`config.mk`:
```
export PLATFORM = sky130hd
export DESIGN_NAME = slave_sipo_addr_rx
export DESIGN_NICKNAME = d
export VERILOG_FILES = /design/src/rtl/i2c_pkg.sv /design/src/rtl/slave_sync_edge.sv /design/src/rtl/slave_sipo_addr_rx.sv
export SDC_FILE = /design/constraint.sdc
export NUM_CORES = 1
export LEC_CHECK = 0
export BUFFER_PORTS_ARGS = -buffer_cell sky130_fd_sc_hd__buf_4
export CELL_PAD_IN_SITES_DETAIL_PLACEMENT = 0
export CELL_PAD_IN_SITES_GLOBAL_PLACEMENT = 1
export CORE_ASPECT_RATIO = 0.7
export CORE_MARGIN = 2
export CORE_UTILIZATION = 39
export DETAILED_ROUTE_END_ITERATION = 10
export GPL_ROUTABILITY_DRIVEN = 0
export MAX_ROUTING_LAYER = met4
export PLACE_DENSITY = 0.72
export SYNTH_ARGS = -nofsm -noshare
export SYNTH_HDL_FRONTEND = slang
export SYNTH_HIERARCHICAL = 1
export SYNTH_SLANG_ARGS = --single-unit
```
`constraint.sdc`:
```
create_clock -name slave_scl_sixt -period 1.7 [get_ports slave_scl_sixt]
set_input_delay 0 -clock slave_scl_sixt [delete_from_list [all_inputs] [get_ports slave_scl_sixt]]
set_output_delay 0 -clock slave_scl_sixt [all_outputs]
set_load 0.01 [all_outputs]
```
`src/rtl/i2c_pkg.sv`:
```
// Shared I2C constants: slave address-receiver FSM encodings and address-byte framing.
package i2c_pkg;

  localparam int unsigned STATE_W   = 3;
  localparam int unsigned ADDR_BITS = 8;
  localparam int unsigned CNT_W     = 4;

  localparam logic [6:0] GENERAL_CALL_ADDR = 7'h00;

  localparam logic [2:0] ST_IDLE   = 3'd0;
  localparam logic [2:0] ST_ADDR   = 3'd1;
  localparam logic [2:0] ST_ACK    = 3'd2;
  localparam logic [2:0] ST_PASS   = 3'd3;
  localparam logic [2:0] ST_IGNORE = 3'd4;

endpackage

```
`src/rtl/slave_sync_edge.sv`:
```
// Multi-flop synchroniser for one bus line with rise/fall pulses from the last two samples.
module slave_sync_edge #(
  parameter int unsigned SYNC_STAGES = 2
) (
  input  logic clk,
  input  logic rst,
  input  logic pin,
  output logic level,
  output logic rise_c,
  output logic fall_c
);

  logic [SYNC_STAGES-1:0] sync_q;
  logic                   prev_q;

  // Reset to the idle (released, high) bus level so reset itself creates no edges on a quiet bus.
  always_ff @(posedge clk or posedge rst) begin
    if (rst) begin
      sync_q <= '1;
      prev_q <= 1'b1;
    end else begin
      sync_q <= {sync_q[SYNC_STAGES-2:0], pin};
      prev_q <= sync_q[SYNC_STAGES-1];
    end
  end

  assign level  = sync_q[SYNC_STAGES-1];
  assign rise_c = level & ~prev_q;
  assign fall_c = ~level & prev_q;

endmodule

```
`src/rtl/slave_sipo_addr_rx.sv`:
```
// I2C slave address-byte receiver: START/STOP detect, 8-bit shift-in, own-address compare, ACK drive.
// Optional build macro SLAVE_GENERAL_CALL_EN also ACKs the general-call address with write.
module slave_sipo_addr_rx
  import i2c_pkg::*;
#(
  parameter int unsigned SYNC_STAGES = 2,
  parameter int unsigned ADDR_W      = 7
) (
  input  logic              slave_scl_sixt,
  input  logic              slave_rst,
  input  logic              slave_scl_in,
  input  logic              slave_sda_in,
  input  logic [ADDR_W-1:0] slave_own_address,
  output logic              slave_sda_oe,
  output logic [ADDR_W-1:0] slave_rx_address,
  output logic              slave_rd_wr,
  output logic              slave_addr_valid,
  output logic              slave_addr_match,
  output logic              slave_busy
);

  logic scl_lvl, scl_rise, scl_fall;
  logic sda_lvl, sda_rise, sda_fall;

  slave_sync_edge #(.SYNC_STAGES(SYNC_STAGES)) u_scl_sync (
    .clk    (slave_scl_sixt),
    .rst    (slave_rst),
    .pin    (slave_scl_in),
    .level  (scl_lvl),
    .rise_c (scl_rise),
    .fall_c (scl_fall)
  );

  slave_sync_edge #(.SYNC_STAGES(SYNC_STAGES)) u_sda_sync (
    .clk    (slave_scl_sixt),
    .rst    (slave_rst),
    .pin    (slave_sda_in),
    .level  (sda_lvl),
    .rise_c (sda_rise),
    .fall_c (sda_fall)
  );

  logic [STATE_W-1:0]   state, state_n;
  logic [CNT_W-1:0]     cnt, cnt_n;
  logic [ADDR_BITS-1:0] sr, sr_n;
  logic                 pend, pend_n;
  logic [ADDR_W-1:0]    rx_n;
  logic                 rw_n, valid_n, oe_n, match_n, busy_n;

  logic start_c, stop_c, hit_c;

  assign start_c = sda_fall & scl_lvl;
  assign stop_c  = sda_rise & scl_lvl;

  // Address compare uses the byte as it will look after the 8th shift (sr[6:0] + current sda).
`ifdef SLAVE_GENERAL_CALL_EN
  assign hit_c = (sr[ADDR_W-1:0] == slave_own_address) ||
                 ((sr[ADDR_W-1:0] == GENERAL_CALL_ADDR) && !sda_lvl);
`else
  assign hit_c = (sr[ADDR_W-1:0] == slave_own_address);
`endif

  always_ff @(posedge slave_scl_sixt or posedge slave_rst) begin
    if (slave_rst) begin
      state            <= ST_IDLE;
      cnt              <= '0;
      sr               <= '0;
      pend             <= 1'b0;
      slave_rx_address <= '0;
      slave_rd_wr      <= 1'b0;
      slave_addr_valid <= 1'b0;
      slave_sda_oe     <= 1'b0;
      slave_addr_match <= 1'b0;
      slave_busy       <= 1'b0;
    end else begin
      state            <= state_n;
      cnt              <= cnt_n;
      sr               <= sr_n;
      pend             <= pend_n;
      slave_rx_address <= rx_n;
      slave_rd_wr      <= rw_n;
      slave_addr_valid <= valid_n;
      slave_sda_oe     <= oe_n;
      slave_addr_match <= match_n;
      slave_busy       <= busy_n;
    end
  end

  // Bus conditions outrank any SCL edge seen in the same clock.
  always_comb begin
    state_n = state;
    cnt_n   = cnt;
    sr_n    = sr;
    pend_n  = pend;
    rx_n    = slave_rx_address;
    rw_n    = slave_rd_wr;
    valid_n = slave_addr_valid;
    oe_n    = slave_sda_oe;
    match_n = 1'b0;
    busy_n  = slave_busy;

    if (stop_c) begin
      state_n = ST_IDLE;
      cnt_n   = '0;
      valid_n = 1'b0;
      oe_n    = 1'b0;
      busy_n  = 1'b0;
      pend_n  = 1'b0;
    end else if (start_c) begin
      state_n = ST_ADDR;
      cnt_n   = '0;
      sr_n    = '0;
      valid_n = 1'b0;
      oe_n    = 1'b0;
      busy_n  = 1'b1;
      pend_n  = 1'b0;
    end else begin
      case (state)
        ST_ADDR: begin
          if (scl_rise && (cnt < CNT_W'(ADDR_BITS))) begin
            sr_n  = {sr[ADDR_BITS-2:0], sda_lvl};
            cnt_n = cnt + CNT_W'(1);
            if (cnt == CNT_W'(ADDR_BITS - 1)) begin
              rx_n    = sr[ADDR_W-1:0];
              rw_n    = sda_lvl;
              valid_n = 1'b1;
              pend_n  = hit_c;
            end
          end else if (scl_fall && (cnt == CNT_W'(ADDR_BITS))) begin
            if (pend) begin
              state_n = ST_ACK;
              oe_n    = 1'b1;
              match_n = 1'b1;
            end else begin
              state_n = ST_IGNORE;
            end
          end
        end
        ST_ACK: begin
          if (scl_fall) begin
            state_n = ST_PASS;
            oe_n    = 1'b0;
          end
        end
        default: ;
      endcase
    end
  end

endmodule

```
After elaboration in Yosys (flattened, before gate mapping)
Index checks and enable logic that the tools add are counted.
{"block": "word_totals", "ff_bits": 33, "in_bits": 11, "output_inout_bits": 12, "word_cells": 91}
{"block": "op_classes", "n_addsub": 1, "n_lt_le_gt_ge": 1, "n_eq_ne": 9, "muxes": 39, "bitwise_logic": 12, "reduce_logical": 15}
{"operator": "$mux 1", "n": 24}
{"operator": "$mux 7", "n": 3}
{"operator": "$mux 3", "n": 6}
{"operator": "$mux 4", "n": 4}
{"operator": "$ne 4x4->1 const B", "n": 4}
{"operator": "$reduce_and 5->1", "n": 2}
{"operator": "$reduce_bool 3->1", "n": 3}
{"operator": "$eq 7x7->1", "n": 1}
{"operator": "$and 1x1->1", "n": 6}
{"operator": "$not 1->1", "n": 6}
{"operator": "$pmux 3 s2", "n": 1}
{"operator": "$reduce_and 3->1", "n": 2}
{"operator": "$reduce_bool 2->1", "n": 3}
{"operator": "$add 4x1->4 const B", "n": 1}
{"operator": "$eq 4x3->1 const B", "n": 1}
{"operator": "$eq 4x4->1 const B", "n": 1}
{"operator": "$lt 4x4->1 const B", "n": 1}
{"operator": "$reduce_and 4->1", "n": 1}
{"operator": "$reduce_bool 4->1", "n": 1}
{"operator": "$eq 3x1->1 const B", "n": 1}
{"operator": "$eq 3x2->1 const B", "n": 1}
{"operator": "$logic_and 1x1->1", "n": 2}
{"operator": "$pmux 1 s2", "n": 1}
{"operator": "$reduce_and 2->1", "n": 1}

Longest topological paths before layout
{"block": "logic_depth", "ltp_word": 8, "depth_mapped": 6, "depth_no_buf": 6}

Hierarchy
The synthesis kept the hierarchy.
{"mod": "slave_sipo_addr_rx", "instances": 1, "cells_per_inst": 100, "area_each_um2": 1224.9, "seq_area_each_um2": 675.6}
{"mod": "slave_sync_edge", "instances": 2, "cells_per_inst": 6, "area_each_um2": 97.6, "seq_area_each_um2": 78.8}

Worst setup path after synthesis
No wires, ideal clock.
{"block": "synth_timing", "kind": "reg2reg", "start": "register u_scl_sync.sync_q[1]", "end": "register slave_rd_wr", "setup_time_ns": 0.125, "t_arrival_ns": 1.611, "required_ns": 1.575, "slack_ns": -0.036, "stages_incl_launch_ff": 5, "path_buffers": 0, "synth_period_minus_slack_ns": 1.736, "cell_sequence": "dfstp_2 > nor2b_1 > nand4_4 > nor2_4 > mux2_2"}
{"block": "synth_via", "elab_chain_cells": 3, "word_cells_on_any_way": 7, "classes_between": "bitwise: 5; reduce/logical: 2"}
{"element": "start: declaration", "line": "slave_sync_edge.sv:13", "rtl": "logic [SYNC_STAGES-1:0] sync_q;"}
{"element": "start signal: assignment", "line": "slave_sync_edge.sv:22", "rtl": "sync_q <= {sync_q[SYNC_STAGES-2:0], pin};"}
{"element": "$and 1x1->1", "line": "slave_sync_edge.sv:28", "rtl": "assign rise_c = level & ~prev_q;"}
{"element": "named net scl_rise", "line": "slave_sipo_addr_rx.sv:22", "rtl": "logic scl_lvl, scl_rise, scl_fall;"}
{"element": "$logic_and 1x1->1", "line": "slave_sipo_addr_rx.sv:120", "rtl": "if (scl_rise && (cnt < CNT_W'(ADDR_BITS))) begin"}
{"element": "$reduce_and 5->1 (no line)"}
{"element": "end signal: assignment", "line": "slave_sipo_addr_rx.sv:81", "rtl": "slave_rd_wr <= rw_n;"}
{"element": "end: declaration", "line": "slave_sipo_addr_rx.sv:16", "rtl": "output logic slave_rd_wr,"}
The timed path passes the listed nets, and every way through them passes these cells.
A chain may end at the register's enable or synchronous reset.

Worst setup path in the final report
{"block": "layout_timing", "start": "register state[2]", "end": "register sr[0]"}
{"block": "layout_via", "elab_chain_cells": 3}
{"element": "start: declaration", "line": "slave_sipo_addr_rx.sv:43", "rtl": "logic [STATE_W-1:0] state, state_n;"}
{"element": "start signal: assignment", "line": "slave_sipo_addr_rx.sv:76", "rtl": "state <= state_n;"}
{"element": "$eq 3x1->1", "line": "slave_sipo_addr_rx.sv:118", "rtl": "case (state)"}
{"element": "$reduce_bool 2->1 (no line)"}
{"element": "$reduce_and 3->1 (no line)"}
{"element": "end signal: assignment", "line": "slave_sipo_addr_rx.sv:78", "rtl": "sr <= sr_n;"}
{"element": "end: declaration", "line": "slave_sipo_addr_rx.sv:45", "rtl": "logic [ADDR_BITS-1:0] sr, sr_n;"}
Every way passes these cells.

==> impl_metrics.ini <==
[cts]
root_buffer = clkbuf_8
cts_tree = done
clock_path_buffers = 2
clk_pin_slew_worst_paths_ps = 60
insertion_delay_ps = 280
cts_buffers = 5
cts.sinks = 33
htree_num_levels = 2

[sta]
period_share = 0.972
whs_ps = 110
setup_violations = 0
rsz0062_at_grt = true
hold_viol = 0
worst_slew_pin_slew_ps = 341
slew_headroom = 0.773
fin_setup_tns_ps = 0
fmax_mhz = 605
slew_viol_final = 0
finClkSkew_ps = 2.46
finalCriticalPeriod_ps = 1650

[worst_hold_path]
holdPathStages = 5
hold_path.class = input port to register

[drt]
first_pass_iters = 4
drt_wl_total_um = 2820
wl_per_cell_um = 13.3
drt_iter0_markers = 19
via_per_inst = 4.71
antenna_left = 0
vias = 999
drcViolationCount = 0

[synth]
yosysWarningCount = 6
yosysSeqAreaShare = 0.587
synth_cell_types = 28
synth_area_per_cell_um2 = 12.7
ys_ff_latch = 33
netlist_instances = 112
syn-cell-area_um2 = 1420
syn_nets = 125

[worst_setup_path]
worst_ep_required_time_ps = 1870
r2r_start = state[2]$_DFFE_PP0P_
critPathCapture = sr[0]$_DFFE_PP0P_
arrival_ps = 1820
reg2reg_to = sr[0]$_DFFE_PP0P_
end_kind = register
crit_fanout = 7
critPathLaunch = state[2]$_DFFE_PP0P_
rrSetupSlack_ps = 50
start_kind = register
r2r_cells = 6
worstSetupPathType = register to register

[flow_run]
drv_cap = 0

[die]
core_um2 = 3510
initial_utilization = 0.404
ios = 23
die-area_um2 = 4150
die_width_um = 76.1
fp-row-count = 18
fp.dieH_um = 54.5

[global_routing]
grtUsageMet3 = 0.0545
gr-usage-met2 = 0.216
track_usage = 0.158
grt_pass1_wl_um = 4600
use_met1 = 0.206
grt_pass1_vias = 977
antenna_found_initial = 0
gr-max-usage-layer = met2
gr-total-overflow = 0
grt_max_degree = 28

[power]
combPwrFrac = 0.139
total_power_mw = 1.65
p_leak_nw = 0.963
switchingPower_mw = 0.407
seqPwrFrac = 0.525
powerDensity_nw_per_um2 = 838
irDropWorstVdd_uv = 522
netSwitchingFraction = 0.247
clockPowerShare = 0.335
p_int_mw = 1.24

[placement]
hpwl_um = 2010
portBuffers = 22

[finish]
layout.nets = 174
drive_above_1_share = 0.469
n_antenna_cell = 0
fin_util = 0.559
fillCellCount = 321
multi_input_area_um2 = 613
syn_to_final_growth_pct = 38.4
register_area_um2 = 833

[run_status]
run_status = completed
layout by cell type (no fill, tap or decap), types with 2 or more instances in the layout:
| cell | Yosys | layout |
|---|---|---|
| nand2_1 | 4 | 3 |
| mux2_4 | 0 | 8 |
| xnor2_1 | 8 | 8 |
| clkbuf_8 | 0 | 5 |
| a22o_2 | 8 | 5 |
| nand3_1 | 4 | 4 |
| buf_4 | 0 | 37 |
| buf_6 | 0 | 3 |
| dfrtp_1 | 27 | 27 |
| a22o_4 | 0 | 3 |
| a21oi_1 | 6 | 6 |
| ha_1 | 2 | 2 |
| and2b_2 | 2 | 2 |
| nor2_1 | 8 | 8 |
| clkbuf_1 | 1 | 2 |
| nor2b_1 | 3 | 2 |
| dlygate4sd3_1 | 0 | 3 |
| dfstp_2 | 6 | 6 |
| inv_1 | 9 | 9 |
| a31oi_1 | 3 | 3 |
Yosys cell counts:
| master | count | area [um2] |
|---|---|---|
| mux2_2 | 8 | 90.1 |
| xnor2_1 | 8 | 70.1 |
| a22o_2 | 8 | 80.1 |
| dfrtp_1 | 27 | 676 |
| and3_1 | 1 | 6.26 |
| nand4b_1 | 1 | 8.76 |
| clkbuf_1 | 1 | 3.75 |
| nor4b_4 | 1 | 23.8 |
| or3_1 | 1 | 6.26 |
| ha_1 | 2 | 25.0 |
| nand3_1 | 4 | 20.0 |
| dfstp_2 | 6 | 158 |
| a31oi_1 | 3 | 18.8 |
| nor2_1 | 8 | 30.0 |
| nand4_1 | 1 | 6.26 |
| o21a_1 | 1 | 7.51 |
| xor2_1 | 1 | 8.76 |
| nand2b_1 | 1 | 6.26 |
| nor2b_1 | 3 | 18.8 |
| o31ai_1 | 1 | 7.51 |
| a32oi_1 | 1 | 8.76 |
| nand2_1 | 4 | 15.0 |
| a21oi_1 | 6 | 30.0 |
| or4bb_1 | 1 | 11.3 |
| nor2_4 | 1 | 11.3 |
| and2b_2 | 2 | 17.5 |
| inv_1 | 9 | 33.8 |
| nand4_4 | 1 | 21.3 |
critical path, stage by stage, from the launching register on:
cell	delay, ps
dfrtp_1	410
nor4b_4	260
buf_4	160
buf_6	110
nand2_4	50
a22o_4	270
a22o_2	270
metrics by stage:
stage,instances,setup slack (ps),cell area [um2]
detailed placement,197,-56.1,1750
global placement,197,-25.8,1750
finish,212,46.8,1970
global route,212,-13.6,1970
CTS,211,-10.0,1900
floorplan,112,69.1,1420
flip-flops by register name, indices dropped and copies added, names as in the netlist, 2 cells and up:
name               cells
slave_rx_address       7
u_scl_sync/sync_q      2
u_sda_sync/sync_q      2
state                  3
sr                     7
cnt                    4
final cells by class:
type | instances | area share
Clock buffer | 7 | 0.0388
Tap cell | 50 | 0.0318
Inverter | 9 | 0.0172
Clock inverter | 1 | 0.00255
Sequential cell | 33 | 0.424
Timing Repair Buffer | 43 | 0.174
Multi-Input combinational cell | 69 | 0.312
cells by family after synthesis:
family,after synthesis,synth area share
AO/OA/AOI/OAI,20,0.107
flip-flops,33,0.587
AND/OR/NAND/NOR,30,0.143
adder cells (fa/ha/maj),2,0.0176
buffers and inverters,10,0.0264
multiplexers,8,0.0634
XOR/XNOR,9,0.0555
metal layers:
metal / up-vias / share of wire / wire (um)
li1: 490 / - / -
met1: 479 / 0.48 / 1360
met2: 23 / 0.44 / 1240
met3: 7 / 0.058 / 163
met4: 0 / 0.020 / 57
met5: - / 0 / 0
power by group through the flow:
stage                     Clock, mW  Combinational [mW]  Sequential, mW
after detailed placement          0               0.208           0.877
final                         0.552               0.230           0.865
after CTS                     0.574               0.222           0.864
after floorplan                   0               0.123           0.874
after global routing          0.617               0.256           0.870
after global placement            0               0.203           0.877
worst min path at each step:
stage,start,endpoint,slack (ps)
floorplan,slave_rst,u_scl_sync/prev_q$_DFF_PP1_,-70
global placement,slave_rst,u_sda_sync/sync_q[0]$_DFF_PP1_,70
detailed placement,slave_rst,u_sda_sync/sync_q[0]$_DFF_PP1_,80
CTS,slave_own_address[6],pend$_DFFE_PP0P_,110
global route,slave_own_address[6],pend$_DFFE_PP0P_,160
finish,slave_own_address[6],pend$_DFFE_PP0P_,110
timing repair:
item	CTS	global route
endpoints found under the hold margin	35	0
resized for setup	2	15
endpoints found under the setup margin	8	16
pin swaps	1	6
setup buffers	3	1
hold buffers	3	0
(Power assumes the default switching activity.)
